File: config.mk
export PLATFORM = sky130hd
export DESIGN_NAME = s_memory_responder_flat
export DESIGN_NICKNAME = d
export VERILOG_FILES = /design/src/rtl/s_memory_responder_if.sv /design/src/rtl/s_memory_responder.sv /design/src/flat_wrapper.sv
export SDC_FILE = /design/constraint.sdc
export NUM_CORES = 2
export LEC_CHECK = 0
export BUFFER_PORTS_ARGS = -buffer_cell sky130_fd_sc_hd__buf_2
export CAP_MARGIN = 20
export CORE_ASPECT_RATIO = 1.5
export CORE_MARGIN = 4
export CORE_UTILIZATION = 35
export CTS_CLUSTER_SIZE = 20
export DETAILED_ROUTE_END_ITERATION = 6
export SYNTH_ARGS = -nofsm -noshare
export SYNTH_HDL_FRONTEND = slang
export SYNTH_SLANG_ARGS = --single-unit
File: constraint.sdc
create_clock -name CLOCK_50 -period 22.9 [get_ports CLOCK_50]
set_input_delay 2.29 -clock CLOCK_50 [delete_from_list [all_inputs] [get_ports CLOCK_50]]
set_output_delay 2.29 -clock CLOCK_50 [all_outputs]
set_load 0.02 [all_outputs]
File: src/rtl/s_memory_responder_if.sv
// Client-facing bus of the RC4 S-array responder:
// start/status, both client ports and the shared read data.
interface s_memory_responder_if;
  logic       start;
  logic [7:0] shuf_address;
  logic [7:0] shuf_data;
  logic       shuf_we;
  logic       shuf_finished;
  logic [7:0] dec_address;
  logic [7:0] dec_data;
  logic       dec_we;
  logic       dec_done;
  logic [7:0] s_q;
  logic       client_reset;
  logic       shuf_start;
  logic       dec_start;
  logic       busy;
  logic       done;

  modport master (
    output start,
    output shuf_address, shuf_data,
    output shuf_we, shuf_finished,
    output dec_address, dec_data,
    output dec_we, dec_done,
    input  s_q, client_reset,
    input  shuf_start, dec_start,
    input  busy, done
  );

  modport slave (
    input  start,
    input  shuf_address, shuf_data,
    input  shuf_we, shuf_finished,
    input  dec_address, dec_data,
    input  dec_we, dec_done,
    output s_q, client_reset,
    output shuf_start, dec_start,
    output busy, done
  );
endinterface

File: src/rtl/s_memory_responder.sv
// RC4 S-array owner: fills S, then grants the single RAM port
// to the shuffle client and then to the decrypt client.
module s_memory_responder #(
  parameter int DEPTH             = 256,
  parameter int FILL_VALUE_OFFSET = 0
) (
  input logic                 CLOCK_50,
  input logic                 reset,
  s_memory_responder_if.slave bus
);

  typedef enum logic [2:0] {
    IDLE,
    CLEAR,
    FILL,
    SHUF_KICK,
    SHUF_RUN,
    DEC_KICK,
    DEC_RUN,
    DONE
  } state_t;

  localparam logic [7:0] LAST = 8'(DEPTH - 1);
  localparam logic [7:0] OFS  = 8'(FILL_VALUE_OFFSET);

  state_t     r_state;
  state_t     w_state_nxt;
  logic [7:0] r_cnt;
  logic [7:0] w_cnt_nxt;
  logic [7:0] r_mem [DEPTH];
  logic [7:0] r_q;
  logic [7:0] w_addr;
  logic [7:0] w_wdata;
  logic       w_we;

  always_ff @(posedge CLOCK_50 or posedge reset) begin
    if (reset) begin
      r_state <= IDLE;
      r_cnt   <= 8'd0;
    end else begin
      r_state <= w_state_nxt;
      r_cnt   <= w_cnt_nxt;
    end
  end

  always_comb begin
    w_state_nxt = r_state;
    w_cnt_nxt   = r_cnt;
    unique case (r_state)
      IDLE, DONE: begin
        if (bus.start) w_state_nxt = CLEAR;
      end
      CLEAR: begin
        w_cnt_nxt   = 8'd0;
        w_state_nxt = FILL;
      end
      FILL: begin
        if (r_cnt == LAST) begin
          w_cnt_nxt   = 8'd0;
          w_state_nxt = SHUF_KICK;
        end else begin
          w_cnt_nxt = r_cnt + 8'd1;
        end
      end
      SHUF_KICK: w_state_nxt = SHUF_RUN;
      SHUF_RUN: begin
        if (bus.shuf_finished) w_state_nxt = DEC_KICK;
      end
      DEC_KICK: w_state_nxt = DEC_RUN;
      DEC_RUN: begin
        if (bus.dec_done) w_state_nxt = DONE;
      end
    endcase
  end

  // Port grant: the fill engine, then one client per phase.
  always_comb begin
    w_addr  = r_cnt;
    w_wdata = r_cnt + OFS;
    w_we    = 1'b0;
    unique case (r_state)
      FILL: w_we = 1'b1;
      SHUF_KICK, SHUF_RUN: begin
        w_addr  = bus.shuf_address;
        w_wdata = bus.shuf_data;
        w_we    = bus.shuf_we;
      end
      DEC_KICK, DEC_RUN: begin
        w_addr  = bus.dec_address;
        w_wdata = bus.dec_data;
        w_we    = bus.dec_we;
      end
      IDLE, CLEAR, DONE: ;
    endcase
  end

  always_ff @(posedge CLOCK_50) begin
    if (w_we) r_mem[w_addr] <= w_wdata;
  end

  // Same-edge read of the old word gives read-first behaviour.
  always_ff @(posedge CLOCK_50 or posedge reset) begin
    if (reset) r_q <= 8'd0;
    else       r_q <= r_mem[w_addr];
  end

  assign bus.s_q          = r_q;
  assign bus.client_reset = (r_state == CLEAR);
  assign bus.shuf_start   = (r_state == SHUF_KICK);
  assign bus.dec_start    = (r_state == DEC_KICK);
  assign bus.busy         = (r_state != IDLE) &&
                            (r_state != DONE);
  assign bus.done         = (r_state == DONE);

endmodule

File: src/flat_wrapper.sv
// flat-port wrapper written by rule: the top's interface ports become plain ports
module s_memory_responder_flat 
#(
  parameter int DEPTH             = 256,
  parameter int FILL_VALUE_OFFSET = 0
)
  (CLOCK_50, reset, bus_start, bus_shuf_address, bus_shuf_data, bus_shuf_we, bus_shuf_finished, bus_dec_address, bus_dec_data, bus_dec_we, bus_dec_done, bus_s_q, bus_client_reset, bus_shuf_start, bus_dec_start, bus_busy, bus_done);
  s_memory_responder_if bus_i ();
  input logic CLOCK_50;
  input logic reset;
  input wire logic [$bits(bus_i.start)-1:0] bus_start;
  input wire logic [$bits(bus_i.shuf_address)-1:0] bus_shuf_address;
  input wire logic [$bits(bus_i.shuf_data)-1:0] bus_shuf_data;
  input wire logic [$bits(bus_i.shuf_we)-1:0] bus_shuf_we;
  input wire logic [$bits(bus_i.shuf_finished)-1:0] bus_shuf_finished;
  input wire logic [$bits(bus_i.dec_address)-1:0] bus_dec_address;
  input wire logic [$bits(bus_i.dec_data)-1:0] bus_dec_data;
  input wire logic [$bits(bus_i.dec_we)-1:0] bus_dec_we;
  input wire logic [$bits(bus_i.dec_done)-1:0] bus_dec_done;
  output wire logic [$bits(bus_i.s_q)-1:0] bus_s_q;
  output wire logic [$bits(bus_i.client_reset)-1:0] bus_client_reset;
  output wire logic [$bits(bus_i.shuf_start)-1:0] bus_shuf_start;
  output wire logic [$bits(bus_i.dec_start)-1:0] bus_dec_start;
  output wire logic [$bits(bus_i.busy)-1:0] bus_busy;
  output wire logic [$bits(bus_i.done)-1:0] bus_done;
  assign bus_i.start = bus_start;
  assign bus_i.shuf_address = bus_shuf_address;
  assign bus_i.shuf_data = bus_shuf_data;
  assign bus_i.shuf_we = bus_shuf_we;
  assign bus_i.shuf_finished = bus_shuf_finished;
  assign bus_i.dec_address = bus_dec_address;
  assign bus_i.dec_data = bus_dec_data;
  assign bus_i.dec_we = bus_dec_we;
  assign bus_i.dec_done = bus_dec_done;
  assign bus_s_q = bus_i.s_q;
  assign bus_client_reset = bus_i.client_reset;
  assign bus_shuf_start = bus_i.shuf_start;
  assign bus_dec_start = bus_i.dec_start;
  assign bus_busy = bus_i.busy;
  assign bus_done = bus_i.done;
  s_memory_responder #(.DEPTH(DEPTH), .FILL_VALUE_OFFSET(FILL_VALUE_OFFSET)) u_core (.CLOCK_50(CLOCK_50), .reset(reset), .bus(bus_i));
endmodule
==> flow_summary.json <==
{
  "start_util_pct": 35.1,
  "grt_antenna_before_repair": 15,
  "hold_path_class": "register to register",
  "io_buffers": 51,
  "cts_buffer_depth": 4,
  "final_antenna_net_count": 0,
  "final_common_cell": "edfxtp_1",
  "slowest_delay_ns": 0.71,
  "required_ns": 23.64,
  "endpoint_kind": "register",
  "synth_enable_flop_cells": 2048,
  "synthToLayoutAreaGrowth_pct": 11.3,
  "syn_nets": 5650,
  "avgViaCountPerCell": 5.64,
  "post_cts_resized": 0,
  "hpwl_um": 151000,
  "leakagePower_nw": 29.9,
  "yosysTopAreaCell": "edfxtp_1",
  "grt-ovfl-total": 0,
  "hold_viol_final": 0,
  "grt_pass1_vias": 48800,
  "die_y_um": 603,
  "relSlewSlack_pct": 12.2,
  "finalClockSkew_ns": 0.0453,
  "period_minus_slack_ns": 7.13,
  "status": "completed",
  "vdd_ir_drop_max_uv": 168,
  "clk-insertion-delay-late_ns": 0.83,
  "drc": 0,
  "place_ws_ns": 15.00,
  "nNetsFinal": 5655,
  "netlist_instances": 5610,
  "synth_top_flop_cell": "edfxtp_1",
  "cpMostUsedCell": "buf_4",
  "mappedNetlistArea_um2": 82500,
  "cts_setup_buffers": 0,
  "power.total_mw": 14.8,
  "crit_type": "input pin to register",
  "die_w_um": 405,
  "ys_top_cells_by_area": "edfxtp_1, nand2_1, mux2i_1",
  "die_area_um2": 244000,
  "wl_um": 245000,
  "cp_max_fo": 136,
  "hold_slack_ns": 0.639,
  "first_iter_violations": 5522,
  "track_usage_pct": 19.5,
  "design_area_um2": 91900,
  "numCtsBuffers": 186,
  "layout_common_cells": "edfxtp_1, nand2_1, a21oi_1",
  "dpl_cell_area_um2": 86100,
  "wl_per_cell_um": 27.7,
  "path_clk_slew_ns": 0.07,
  "slew_viol_final": 0,
  "max_freq_mhz": 140,
  "root_buffer": "clkbuf_16",
  "drive_above_1_share_pct": 9.30,
  "synth_top_area_share_pct": 74.5,
  "tightest_slew_ns": 1.31,
  "cts_tree": "done",
  "async_flop_share_pct": 0.919,
  "ys_warn_count": 0,
  "num_vias": 49900,
  "crit_buf_inv": 6,
  "crit_slowest_cell": "a41oi_1",
  "ys_types": 72,
  "yosysSeqAreaShare_pct": 75.1,
  "htree_levels": 4,
  "rsz0062_at_grt": "false",
  "ys_seq_elements": 2067,
  "postCtsHoldBufs": 0,
  "ios": 52,
  "gp_congestion": 0.870,
  "cp-start-kind": "input pin",
  "cts.sinks": 2067,
  "final.period_utilization_pct": 31.1,
  "crit_chain": "buf_2 -> and3b_1 -> or3_1 -> buf_4 -> nand2_8 -> buf_12 -> buf_4 -> buf_4 -> buf_4 -> nand2_1 -> a32oi_1 -> nand3_1 -> a41oi_1 -> nor4_1 -> nand4_1",
  "cap_violations": 0,
  "rows": 218,
  "worst_path_dominant_cell_family": "buffers and inverters",
  "arrival_ns": 7.87,
  "setup_violations": 0,
  "grt_pass1_wl_um": 350000,
  "fin_tns_setup_ns": 0,
  "grt_max_degree": 194,
  "avgSynthCellArea_um2": 14.7,
  "first_pass_iters": 5,
  "powerDensity_nw_per_um2": 161,
  "fin_ws_ns": 15.77,
  "core_area_um2": 235000
}
[Yosys cell counts, drive strengths merged, types with 4 or more instances]
| library cell | n |
|---|---|
| a2111oi | 15 |
| a211o | 18 |
| a211oi | 99 |
| a21boi | 6 |
| a21o | 5 |
| a21oi | 384 |
| a221o | 20 |
| a221oi | 112 |
| a22o | 12 |
| a22oi | 43 |
| a311oi | 11 |
| a31oi | 100 |
| a32oi | 101 |
| and2 | 4 |
| and3 | 74 |
| buf | 292 |
| clkbuf | 84 |
| dfrtp | 19 |
| edfxtp | 2048 |
| inv | 6 |
| mux2 | 17 |
| mux2i | 341 |
| mux4 | 14 |
| nand2 | 1011 |
| nand2b | 5 |
| nand3 | 177 |
| nand4 | 43 |
| nand4b | 6 |
| nor2 | 305 |
| nor3 | 36 |
| nor4 | 15 |
| o2111a | 10 |
| o2111ai | 6 |
| o211ai | 14 |
| o21ai | 51 |
| o221a | 5 |
| o22a | 4 |
| o22ai | 52 |
| o311ai | 5 |
| o31ai | 13 |
| or4 | 5 |
[where the power goes]
part           switching, mW  leakage [nW]  internal (mW)  total [mW]
clock network           1.37          2.84           1.69        3.06
logic                   4.96          8.32           1.52        6.48
registers             0.0477          18.8           5.18        5.23
[per-layer routing]
layer / global-route usage, % / share of wire (%) / up-vias
li1: - / - / 21700
met3: 2.85 / 6.9 / 548
met5: 0 / 0.044 / -
met1: 22.9 / 36 / 25300
met2: 33.6 / 50 / 2283
met4: 11.8 / 7.0 / 12
[sequential cells by signal, indices dropped and copies added (netlist names)]
| register | cells |
|---|---|
| u_core.r_mem | 2048 |
| u_core.r_state | 3 |
| u_core.r_cnt | 8 |
| u_core.bus.s_q | 8 |
[final timing paths]
| check | start | endpoint | slack [ns] | depth (start not counted) |
|---|---|---|---|---|
| worst max-delay path | bus_shuf_address[0] | u_core.bus.s_q[4] | 15.77 | 15 |
| worst min register to register | u_core.r_cnt[2] | u_core.r_cnt[2] | 0.64 | 2 |
| worst min-delay path | u_core.r_cnt[2] | u_core.r_cnt[2] | 0.64 | 2 |
| min in group asynchronous | reset | u_core.r_state[1] | 1.51 | 2 |
| max in group asynchronous | reset | u_core.bus.s_q[1] | 20.87 | 3 |
| worst max register to register | u_core.r_state[0] | u_core.bus.s_q[4] | 16.25 | 15 |
[stage by stage]
stage          utilization [%]  std cells
3_5_place_dp              36.7       8507
4_1_cts                   39.1       8834
2_1_floorplan                -       5610
5_1_grt                   39.1       8835
6_report                  39.1       8839
3_3_place_gp              36.6       8496
[layout make-up]
class,count,area (um2)
fill,21300,143000
sequential,2067,62000
multi-input combinational,3161,18800
clock buffer,221,4870
tap,3080,3850
timing repair buffer,193,1470
clock inverter,106,912
inverter,6,22.5
antenna,5,12.5
[logic make-up after synthesis]
group,count (synthesis),share of synthesized area (%)
DFF,2067,75.1
adders and majority gates,1,0.0152
muxes,372,4.75
xor gates and xnor gates,1,0.0106
and+or+nand+nor,1691,8.60
AOI/OAI and AO/OA,1096,9.05
buffers and inverters,382,2.48
[worst min-delay path: cells and delay by family (launching register included)]
family,cells,cell delay [ns]
AO/OA/AOI/OAI,1,0.06
flip-flops,1,0.48
AND/OR/NAND/NOR,1,0.07
No activity file was read; power rests on OpenSTA's default activity.
